### src/rtl/host_proto_pkg.sv
// Host link protocol definitions shared by the RX decoder and the TX framer.
// Contents: frame header, opcodes, rejection codes, decoder FSM encoding,
// and the frame checksum helper.
package host_proto_pkg;

  localparam int unsigned BYTE_W = 8;
  localparam int unsigned MASK_W = 5;

  localparam logic [BYTE_W-1:0] HDR_BYTE = 8'hA5;

  localparam logic [BYTE_W-1:0] OP_START = 8'h01;
  localparam logic [BYTE_W-1:0] OP_HIT   = 8'h02;
  localparam logic [BYTE_W-1:0] OP_PING  = 8'h03;

  typedef enum logic [2:0] {
    ERR_NONE       = 3'd0,
    ERR_BAD_CHK    = 3'd1,
    ERR_BAD_OP     = 3'd2,
    ERR_BAD_PAY    = 3'd3,
    ERR_NOT_ACTIVE = 3'd4,
    ERR_TIMEOUT    = 3'd5
  } err_code_e;

  localparam int unsigned ST_W = 2;
  localparam logic [ST_W-1:0] ST_IDLE    = 2'd0;
  localparam logic [ST_W-1:0] ST_GET_CMD = 2'd1;
  localparam logic [ST_W-1:0] ST_GET_PAY = 2'd2;
  localparam logic [ST_W-1:0] ST_GET_CHK = 2'd3;

  // Checksum byte expected at the end of a frame.
  function automatic logic [BYTE_W-1:0] calc_chk(input logic [BYTE_W-1:0] cmd,
                                                 input logic [BYTE_W-1:0] pay);
    return HDR_BYTE ^ cmd ^ pay;
  endfunction

endpackage

### src/rtl/rx_frame_timer.sv
// Inter-byte timeout counter for the host command decoder.
// Ports: clock, reset (async active-low), clear (restart count),
//        run (count while high), expired (one-cycle pulse on the cycle the
//        count sits at TIMEOUT_CLKS-1). TIMEOUT_CLKS must be >= 2.
module rx_frame_timer #(
  parameter int unsigned TIMEOUT_CLKS = 1_000_000
) (
  input  logic clock,
  input  logic reset,
  input  logic clear,
  input  logic run,
  output logic expired
);

  localparam int unsigned CNT_W = (TIMEOUT_CLKS > 2) ? $clog2(TIMEOUT_CLKS) : 1;
  localparam logic [CNT_W-1:0] PRE_LAST = CNT_W'(TIMEOUT_CLKS - 2);

  logic [CNT_W-1:0] r_cnt;
  logic             r_expired;

  // Pulse is registered one count early so it lines up with count == TIMEOUT_CLKS-1.
  always_ff @(posedge clock or negedge reset) begin
    if (!reset) begin
      r_cnt     <= '0;
      r_expired <= 1'b0;
    end else if (clear || !run || r_expired) begin
      r_cnt     <= '0;
      r_expired <= 1'b0;
    end else begin
      r_cnt     <= r_cnt + CNT_W'(1);
      r_expired <= (r_cnt == PRE_LAST);
    end
  end

  assign expired = r_expired;

endmodule

### src/rtl/host_cmd_decoder.sv
// Decodes 4-byte host frames (HDR, CMD, PAYLOAD, CHK) from uart_rx into
// single-cycle command pulses for the game core.
// Ports: clock, reset (async active-low), rx_data/rx_ready (byte strobe),
//        hit_enable (game active); outputs cmd_start, cmd_hit, cmd_ping,
//        frame_error (pulses), hit_mask, err_code (held), err_count (saturating).
module host_cmd_decoder
  import host_proto_pkg::*;
#(
  parameter int unsigned TIMEOUT_CLKS = 1_000_000,
  parameter int unsigned ERR_CNT_BITS = 8
) (
  input  logic                    clock,
  input  logic                    reset,
  input  logic [7:0]              rx_data,
  input  logic                    rx_ready,
  input  logic                    hit_enable,
  output logic                    cmd_start,
  output logic                    cmd_hit,
  output logic [4:0]              hit_mask,
  output logic                    cmd_ping,
  output logic                    frame_error,
  output logic [2:0]              err_code,
  output logic [ERR_CNT_BITS-1:0] err_count
);

  logic [ST_W-1:0]         r_state, w_state_nxt;
  logic [BYTE_W-1:0]       r_cmd, w_cmd_nxt;
  logic [BYTE_W-1:0]       r_pay, w_pay_nxt;
  logic                    r_start, w_start_nxt;
  logic                    r_hit, w_hit_nxt;
  logic                    r_ping, w_ping_nxt;
  logic                    r_ferr, w_ferr_nxt;
  logic [MASK_W-1:0]       r_mask, w_mask_nxt;
  err_code_e               r_err_code, w_err_code_nxt;
  logic [ERR_CNT_BITS-1:0] r_err_count, w_err_count_nxt;

  logic w_expired;
  logic w_chk_ok;
  logic w_op_known;
  logic w_pay_ok;
  logic w_is_hit;

  rx_frame_timer #(
    .TIMEOUT_CLKS(TIMEOUT_CLKS)
  ) u_timer (
    .clock  (clock),
    .reset  (reset),
    .clear  (rx_ready),
    .run    (r_state != ST_IDLE),
    .expired(w_expired)
  );

  // Frame validation terms, only meaningful while CHK is on rx_data.
  assign w_chk_ok   = (rx_data == calc_chk(r_cmd, r_pay));
  assign w_op_known = (r_cmd == OP_START) || (r_cmd == OP_HIT) || (r_cmd == OP_PING);
  assign w_pay_ok   = (r_pay[7:5] == 3'b000) && (r_pay[4:0] != 5'd0);
  assign w_is_hit   = (r_cmd == OP_HIT);

  // Next-state and registered-output logic.
  always_comb begin
    w_state_nxt     = r_state;
    w_cmd_nxt       = r_cmd;
    w_pay_nxt       = r_pay;
    w_start_nxt     = 1'b0;
    w_hit_nxt       = 1'b0;
    w_ping_nxt      = 1'b0;
    w_ferr_nxt      = 1'b0;
    w_mask_nxt      = r_mask;
    w_err_code_nxt  = r_err_code;
    w_err_count_nxt = r_err_count;

    case (r_state)
      ST_IDLE: begin
        if (rx_ready && (rx_data == HDR_BYTE)) w_state_nxt = ST_GET_CMD;
      end
      ST_GET_CMD: begin
        if (rx_ready) begin
          w_cmd_nxt   = rx_data;
          w_state_nxt = ST_GET_PAY;
        end
      end
      ST_GET_PAY: begin
        if (rx_ready) begin
          w_pay_nxt   = rx_data;
          w_state_nxt = ST_GET_CHK;
        end
      end
      ST_GET_CHK: begin
        if (rx_ready) begin
          w_state_nxt = ST_IDLE;
          if (!w_chk_ok) begin
            w_ferr_nxt     = 1'b1;
            w_err_code_nxt = ERR_BAD_CHK;
          end else if (!w_op_known) begin
            w_ferr_nxt     = 1'b1;
            w_err_code_nxt = ERR_BAD_OP;
          end else if (w_is_hit && !w_pay_ok) begin
            w_ferr_nxt     = 1'b1;
            w_err_code_nxt = ERR_BAD_PAY;
          end else if (w_is_hit && !hit_enable) begin
            w_ferr_nxt     = 1'b1;
            w_err_code_nxt = ERR_NOT_ACTIVE;
          end else if (w_is_hit) begin
            w_hit_nxt  = 1'b1;
            w_mask_nxt = r_pay[4:0];
          end else if (r_cmd == OP_START) begin
            w_start_nxt = 1'b1;
          end else begin
            w_ping_nxt = 1'b1;
          end
        end
      end
      default: w_state_nxt = ST_IDLE;
    endcase

    // A byte arriving on the expiry cycle wins over the timeout.
    if (w_expired && !rx_ready && (r_state != ST_IDLE)) begin
      w_state_nxt    = ST_IDLE;
      w_ferr_nxt     = 1'b1;
      w_err_code_nxt = ERR_TIMEOUT;
    end

    if (w_ferr_nxt && (r_err_count != {ERR_CNT_BITS{1'b1}}))
      w_err_count_nxt = r_err_count + ERR_CNT_BITS'(1);
  end

  // State and output registers.
  always_ff @(posedge clock or negedge reset) begin
    if (!reset) begin
      r_state     <= ST_IDLE;
      r_cmd       <= '0;
      r_pay       <= '0;
      r_start     <= 1'b0;
      r_hit       <= 1'b0;
      r_ping      <= 1'b0;
      r_ferr      <= 1'b0;
      r_mask      <= '0;
      r_err_code  <= ERR_NONE;
      r_err_count <= '0;
    end else begin
      r_state     <= w_state_nxt;
      r_cmd       <= w_cmd_nxt;
      r_pay       <= w_pay_nxt;
      r_start     <= w_start_nxt;
      r_hit       <= w_hit_nxt;
      r_ping      <= w_ping_nxt;
      r_ferr      <= w_ferr_nxt;
      r_mask      <= w_mask_nxt;
      r_err_code  <= w_err_code_nxt;
      r_err_count <= w_err_count_nxt;
    end
  end

  assign cmd_start   = r_start;
  assign cmd_hit     = r_hit;
  assign cmd_ping    = r_ping;
  assign frame_error = r_ferr;
  assign hit_mask    = r_mask;
  assign err_code    = r_err_code;
  assign err_count   = r_err_count;

endmodule

### config.mk
export PLATFORM = sky130hd
export DESIGN_NAME = host_cmd_decoder
export DESIGN_NICKNAME = d
export VERILOG_FILES = /design/src/rtl/host_proto_pkg.sv /design/src/rtl/rx_frame_timer.sv /design/src/rtl/host_cmd_decoder.sv
export SDC_FILE = /design/constraint.sdc
export NUM_CORES = 1
export LEC_CHECK = 0
export ABC_AREA = 1
export BUFFER_PORTS_ARGS = -buffer_cell sky130_fd_sc_hd__buf_2
export CORE_UTILIZATION = 63
export CTS_BUF_LIST = sky130_fd_sc_hd__clkbuf_16
export DETAILED_ROUTE_END_ITERATION = 12
export PLACE_DENSITY = 0.82
export SYNTH_ARGS = -nofsm -noshare
export SYNTH_HDL_FRONTEND = slang
export SYNTH_SLANG_ARGS = --single-unit
### constraint.sdc
create_clock -name clock -period 3.1 [get_ports clock]
set_clock_uncertainty 0.2 [all_clocks]
set_input_delay 0.93 -clock clock [delete_from_list [all_inputs] [get_ports clock]]
set_output_delay 0.93 -clock clock [all_outputs]
set_load 0.05 [all_outputs]
* Yosys cells after proc, flatten, opt, wreduce, memory -nomap -nowiden
Cells that the tools add are included.
** Word-level totals
- Register bits after elaboration :: 59
- Latch bits :: 0
- Bits in writable memories :: 0
- Memory bits (read-only) :: 0
- Input bits :: 12
- Output and inout port bits :: 20
- Logic and storage cells :: 104
- Memories :: 0
** Cells by class
- $add $sub $neg :: 2
- $mul :: 0
- Div/mod/pow operators :: 0
- Order comparisons :: 0
- Equality and inequality tests :: 15
- Shift-type cells :: 0
- Mux-type cells :: 45
- Bitwise operators :: 4
- Reductions and logical operators :: 26
** Operator list (count)
- $mux 1 :: 31
- $mux 3 :: 7
- $add 20x1->20 const B :: 1
- $eq 20x20->1 const B :: 1
- $mux 20 :: 1
- $eq 8x2->1 const B :: 2
- $ne 3x3->1 const B :: 4
- $mux 2 :: 5
- $add 8x1->8 const B :: 1
- $eq 8x1->1 const B :: 1
- $eq 8x8->1 :: 1
- $eq 8x8->1 const B :: 1
- $ne 8x8->1 const B :: 1
- $pmux 2 s4 :: 1
- $xor 8x8->8 :: 1
- $logic_and 1x1->1 :: 7
- $reduce_and 7->1 :: 1
- $reduce_bool 2->1 :: 3
- $ne 5x2->1 const B :: 1
- $reduce_bool 5->1 :: 1
- $eq 2x2->1 const B :: 2
- $logic_not 1->1 :: 4
- $logic_or 1x1->1 :: 4
- $not 4->4 :: 1
- 7 further kinds :: 9

* Depth between registers and ports, before layout
Gate-level depths: netlist of run 1.
- Depth after elaboration :: 11
- Mapped depth :: 13
- Gate-level depth less buffers :: 13

* Cells and area by module
Synthesis of run 1 repeated with hierarchy kept, for this count alone.
** Unflattened totals
- Cell total of the unflattened synthesis :: 446
- Area, all modules :: 3342.0 um2
** Modules (own cells, without submodules)
- host_cmd_decoder :: times used 1, cells an instance 282, area an instance 2115.8 um2, sequential area each 950.9 um2
- rx_frame_timer :: times used 1, cells an instance 164, area an instance 1226.2 um2, sequential area each 525.5 um2

* Worst setup path after synthesis of run 1
No wires, ideal clock.
- Path kind :: input to register
- From :: input port rx_data[6]
- To :: register r_err_count[2], in the netlist err_count[2]
- Setup time :: 0.120 ns
- Arrival :: 1.865 ns
- Data required time :: 2.780 ns
- Path slack :: 0.915 ns
- Stages on the path :: 13
- Buffers on the path :: 1
- Cell sequence :: inv_1 > nand2_1 > nand2_1 > nand2_1 > nand2_1 > nand2_1 > nor2_2 > nand3_2 > nand2_2 > nand2_2 > buf_6 > nand3_1 > nand2_1
** On the way
- Longest elaborated chain between the ends :: 6
** RTL lines
- start, declared :: line host_cmd_decoder.sv:14 : input logic [7:0] rx_data,
- $eq 8x8->1 :: line host_cmd_decoder.sv:54 : assign w_chk_ok = (rx_data == calc_chk(r_cmd, r_pay));
- $mux 1 :: line host_cmd_decoder.sv:91 : if (!w_chk_ok) begin
- $mux 1 :: line host_cmd_decoder.sv:89 : if (rx_ready) begin
- $mux 1 :: line host_cmd_decoder.sv:72 : case (r_state)
- $mux 1 :: line host_cmd_decoder.sv:117 : if (w_expired && !rx_ready && (r_state != ST_IDLE)) begin
- named net w_ferr_nxt :: line host_cmd_decoder.sv:32 : logic r_ferr, w_ferr_nxt;
- $logic_and 1x1->1 :: line host_cmd_decoder.sv:123 : if (w_ferr_nxt && (r_err_count != {ERR_CNT_BITS{1'b1}}))
- end signal, assigned :: line host_cmd_decoder.sv:150 : r_err_count <= w_err_count_nxt;
- end, declared :: line host_cmd_decoder.sv:35 : logic [ERR_CNT_BITS-1:0] r_err_count, w_err_count_nxt;
The timed path passes the listed nets, and every way through them passes these cells.
A chain may end at the register's enable or synchronous reset.

* Worst setup path in the final report of run 1
- From :: register r_err_count[2], in the netlist err_count[2]
- To :: output port err_count[2]
** RTL lines
- end, declared :: line host_cmd_decoder.sv:23 : output logic [ERR_CNT_BITS-1:0] err_count
No word-level cell between the ends.

==> impl_results.md, run 1 <==
- Outcome: finished clean
- Vias post-DR: between 2,000 and 3,000
- Die area: 5330 um^2
- Sequential-to-total area share from yosys stat: 0.465
- Max cap viols: 0
- Max-slew headroom: 0.565
- Initial Util: 0.663
- Die width: 73.0 um
- Post-CTS sizing: 0
- Hold Vio Cnt, Final: 0
- Crit path DAT: about 1.1 ns
- Routed WL: ~6400 um
- Area of the multi-input gates: roughly 1500 um^2
- Vias/cell: approximately 5.5
- Library cells used by synthesis: 35
- Minimum clock period: 2.21 ns
- Hold WC Path Type: reg -> reg
- Worst Max-Slew Pin Slew: 0.653 ns
- FFs w/ async S/R, synth: 1.00
- First-pass GRT wire length: about 11,000 um
- CTS Sinks: 59
- Clock Path Buffers: 2
- Count of final setup violators: 0
- Post-synthesis register bit count: 59
- Max Slew Vio Count: 0
- Most frequent cells in the layout: 113 x nand2_1, 59 x dfrtp_1, 48 x inv_1
- GRT Total Usage: 0.280
- IO Count: 32
- Main synth FF type: dfrtp_1
- Drt first pass iters: 5
- Crit. End Element: output pin
- CP top delay family: flip-flops
- Max incr delay on CP: between 0.4 and 0.5 ns
- Placer Congestion: just under 0.9
- # hold bufs at CTS: 0
- Largest area contributor in the netlist: dfrtp_1
- Tcrit/Tclk final: 0.714
- Worst Setup Path Type: reg -> out
- Post-synth EDFFs: 0
- Number of global-route vias before repair: 2,517
- DRC errors left: 0
- Clk pin slew, worst setup/hold paths: 0.05 ns
- Layout cells sized above 1: 0.156
- Syn_area_per_cell: a little under 8 um^2
- Ys Warns: 0
- Htree depth: 3
- Area delta synth->final: 15.2%
- Clock Tree Root: clkbuf_16
- Crit-path cells: buf_2
- Worst endpoint required time: roughly 2.0 ns
- Power Total: 2.82 mW
- I/O Buffers: 31
- Initial antenna violation count: 0
- Post-CTS Setup Inserts: 0
- Detailed Place HPWL: around 4500 um
- Most common cell after layout, fill and taps aside: nand2_1
- Synth area leaders: dfrtp_1 47%, nand2_1 13%, nand3_1 5.8%
- Wire per inst: between 10 and 15 um
- Gr ovfl total: 0
- Top fanout value on the critical path: 7
- Worst path slowest cell: dfrtp_1
- Register area: roughly 1500 um^2
- Syn Std Cell Area: roughly 3200 um^2
- Syn_nets: 420
- Routed Antenna Nets: 0
- Hold WS: 0.279 ns
- Share of the synthesized area in the top cell type: 0.465
- Largest net degree at the start of global routing: 31
- Core area: between 4000 and 5000 um^2
- Setup_tns: 0 ns
- Initial drt markers: slightly below 200
- Worst VDD drop: approximately 0.5 mV
- ANT cells: 0
- Synthesized instance count: ~400
- CP Buf/Inv Count: 1
- Filler Cell Count: approximately 360
- Row cnt: 25
- CTS buffer count: 9
- CTS tree: yes
- Pwr Density: slightly below 800 nW/um^2
- RSZ-0062 raised after global routing: false
- Leakage: 1.86 nW
- Fin nets: between 400 and 500
- Achievable frequency: 0.452 GHz
- Skew-Pair Late Insertion Delay: ~0.32 ns
- Crit start category: flip-flop
- Die height: roughly 73 um
[synthesized netlist by cell type, drive strengths merged, types with 4 or more instances]
cell / number
nor2: 33
clkbuf: 4
inv: 51
a211oi: 4
nand3: 39
ha: 7
dfrtp: 59
o21ai: 32
nor3: 12
nand2: 118
nand4: 8
a21oi: 12
xnor2: 4
xor2: 4
[kinds of logic (layout without fill, tap and decap cells)]
family | Yosys count | after routing | synth area share
simple gates | 219 | 219 | 0.329
flops | 59 | 59 | 0.465
compound gates | 51 | 51 | 0.0863
buf+inv | 57 | 98 | 0.0702
xor+xnor | 8 | 8 | 0.0221
fa+ha+maj | 7 | 7 | 0.0276
[final cells by class]
type | instances | area share
Multi-Input combinational cell | 285 | 0.403
Sequential cell | 59 | 0.404
Timing Repair Buffer | 33 | 0.0499
Inverter | 51 | 0.0523
Tap cell | 67 | 0.0229
Clock inverter | 5 | 0.00616
Clock buffer | 9 | 0.0616
[final timing paths]
kind | startpoint | end | slack, ns | cells after the start
hold reg to reg | hit_mask[3] | hit_mask[3] | 0.28 | 2
min in group asynchronous | reset | hit_mask[1] | 0.44 | 1
hold / removal | hit_mask[3] | hit_mask[3] | 0.28 | 2
max in group asynchronous | reset | u_timer.r_cnt[19] | 1.68 | 2
setup reg to reg | r_pay[6] | err_count[1] | 0.98 | 9
setup / recovery | err_count[2] | err_count[2] | 0.89 | 1
[metrics by stage]
step,util,setup WS [ns],std cells,cell area [um^2]
final,0.764,0.887,509,3660
after global routing,0.764,0.680,509,3660
after CTS,0.764,0.881,509,3660
after floorplan,-,0.915,401,3170
after global placement,0.712,0.610,495,3410
after detailed placement,0.712,0.577,495,3410
[per-layer routing]
| layer | vias up | wire length [um] | global-route usage |
|---|---|---|---|
| li1 | 1384 | - | - |
| met1 | 1282 | 2970 | 0.383 |
| met2 | 97 | 2910 | 0.428 |
| met3 | 17 | 378 | 0.0511 |
| met4 | 0 | 145 | 0.139 |
| met5 | - | 0 | 0 |
[report_power, final]
group          switching [mW]  internal [mW]  total [mW]
sequential              0.168          0.919        1.09
combinational           0.608          0.290       0.898
clock                   0.314          0.519       0.833
total                    1.09           1.73        2.82
[registers in the layout (all words and copies together) (netlist names)]
register / count
err_count: 8
frame_error: 1
u_timer.r_cnt: 20
cmd_hit: 1
u_timer.expired: 1
r_cmd: 8
r_pay: 8
err_code: 3
r_state: 2
cmd_ping: 1
hit_mask: 5
cmd_start: 1
[tightest hold or removal path, stage by stage (launching register included)]
cell and delay (ns):
dfrtp_1 0.33, nand2_1 0.05, o21ai_1 0.06
(Power assumes the default switching activity.)
==> inputs of run 2 (changes only) <==
Settings changed: CORE_UTILIZATION 63 to 59, PLACE_DENSITY 0.82 to 0.78.
Clock period 3.1 ns to 2.3 ns, I/O delays scaled along.
==> run 2 against run 1 <==
  * Clock-buffer cell count stayed put
  * Sequential power is 36% higher
  * Critical path depth is 4 higher
  * Non-clock buffer count is 2 higher
  * Global-route usage is 2.2 points lower
  * Largest power group is now the clock network
==> impl_results.md, run 2 (synthesis results as in run 1) <==
- Tcrit/Tclk final: 0.906
- Most common cell after layout, fill and taps aside: nand2_1
- Drt first pass iters: 5
- Initial drt markers: roughly 220
- Gr ovfl total: 0
- Die width: approximately 75 um
- CP Buf/Inv Count: 2
- Leakage: around 1.9 nW
- Largest register FFs: 20
- Max incr delay on CP: 0.41 ns
- Worst Max-Slew Pin Slew: between 0.4 and 0.5 ns
- Final Cell Area: between 3000 and 4000 um^2
- DRC errors left: 0
- Routed Antenna Nets: 0
- Crit start category: flip-flop
- Most frequent cells in the layout: 113 x nand2_1, 59 x dfrtp_1, 50 x inv_1
- Wire per inst: 13.1 um
- Cells on worst reg2reg path: 5
- Post-CTS sizing: 0
- Layout cells sized above 1: 0.166
- Count of final setup violators: 0
- Achievable frequency: between 0.4 and 0.5 GHz
- Hold Vio Cnt, Final: 0
- Initial antenna violation count: 0
- Worst reg-to-reg setup slack: ~0.22 ns
- IO Count: 32
- CTS tree: yes
- Number of global-route vias before repair: 2,431
- Core area: 5140 um^2
- Crit. End Element: flip-flop
- Met2 usage: 0.406
- Die height: 75.4 um
- Worst VDD drop: 0.656 mV
- First-pass GRT wire length: around 11,000 um
- Clock Tree Root: clkbuf_16
- Met1 track demand over resource: 0.347
- Area delta synth->final: 19.4%
- CP top delay family: flip-flops
- CTS Sinks: approximately 60
- Clock Path Buffers: 2
- Minimum clock period: around 2.1 ns
- Worst endpoint required time: 2.31 ns
- Util after Layout: 0.738
- RSZ-0062 raised after global routing: false
- Pwr Density: around 1100 nW/um^2
- Vias post-DR: ~2,800
- Cell mode on critical path: inv_1
- CP startpoint: r_state[0]
- DP Area: about 3400 um^2
- Detailed Place HPWL: ~4400 um
- I/O Buffers: 31
- Gr busiest metal: met2
- Hold WS: ~0.15 ns
- Htree depth: 3
- Initial Util: 0.618
- Outcome: finished clean
- Placer Congestion: around 0.82
- Skew-Pair Late Insertion Delay: 0.32 ns
- Critical R2R Launch: r_state[0]
- Crit-path cells: inv_1, ha_1, nor3_1, inv_1, a211oi_1
- Post-CTS Setup Inserts: 0
- Grt met3 use: 0.0489
- CTS buffer count: 9
- Largest net degree at the start of global routing: 60
- Worst Setup Path Type: reg -> reg
- Vias/cell: ~5.3
- Die area: between 5000 and 6000 um^2
- Clk pin slew, worst setup/hold paths: 0.05 ns
- # hold bufs at CTS: 0
- GRT Total Usage: 0.258
- Top fanout value on the critical path: 11
- Crit path DAT: 2.10 ns
- Setup_tns: 0 ns
- Fin nets: 460
- Filler Cell Count: around 380
- Hold WC Path Type: in -> async
- ANT cells: 0
- Max cap viols: 0
- Row cnt: 26
- R2r endpoint: u_timer.r_cnt[5]
- Routed WL: a little under 7000 um
- Top reg by flops: u_timer.r_cnt
- Max Slew Vio Count: 0
- Power Total: roughly 4.3 mW
- Worst path slowest cell: dfrtp_1
- Max-slew headroom: 0.679
==> run 2: cell types whose count changed in the layout (fill, tap and decap cells not counted), sizes merged <==
cell    delta
buf        +2
clkinv     -4
inv        +2
bufinv     +4
==> run 2: per-stage QoR <==
stage	cells	setup slack (ns)
after floorplan	401	0.355
after global placement	500	0.0920
after detailed placement	500	0.0579
after CTS	516	0.119
after global routing	516	0.0421
final	516	0.215
==> run 2: final cells by class <==
type / instances / area, um^2 / area share
clock buffer: 9 / 225 / 0.0594
multi-input combinational: 285 / 1480 / 0.390
tap: 70 / 87.6 / 0.0231
sequential: 59 / 1480 / 0.389
timing repair buffer: 35 / 198 / 0.0521
clock inverter: 7 / 133 / 0.0350
inverter: 51 / 191 / 0.0505
==> run 2: metal layers <==
metal	vias up	wire (um)
met2	94	3160
met5	-	0
li1	1379	-
met4	0	181
met1	1255	3120
met3	22	312
==> run 2: how the worst max path moves through the flow <==
stage,to,slack [ns],cells past startpoint
after floorplan,err_count[2],0.36,13
after global placement,err_count[1],0.09,14
after detailed placement,err_count[4],0.06,14
after CTS,err_count[6],0.12,9
after global routing,err_count[7],0.04,9
final,u_timer.r_cnt[5],0.22,5
==> run 2: report_power, final <==
group,switching (mW),internal [mW]
logic,0.804,0.393
clock network,0.444,1.16
registers,0.247,1.24
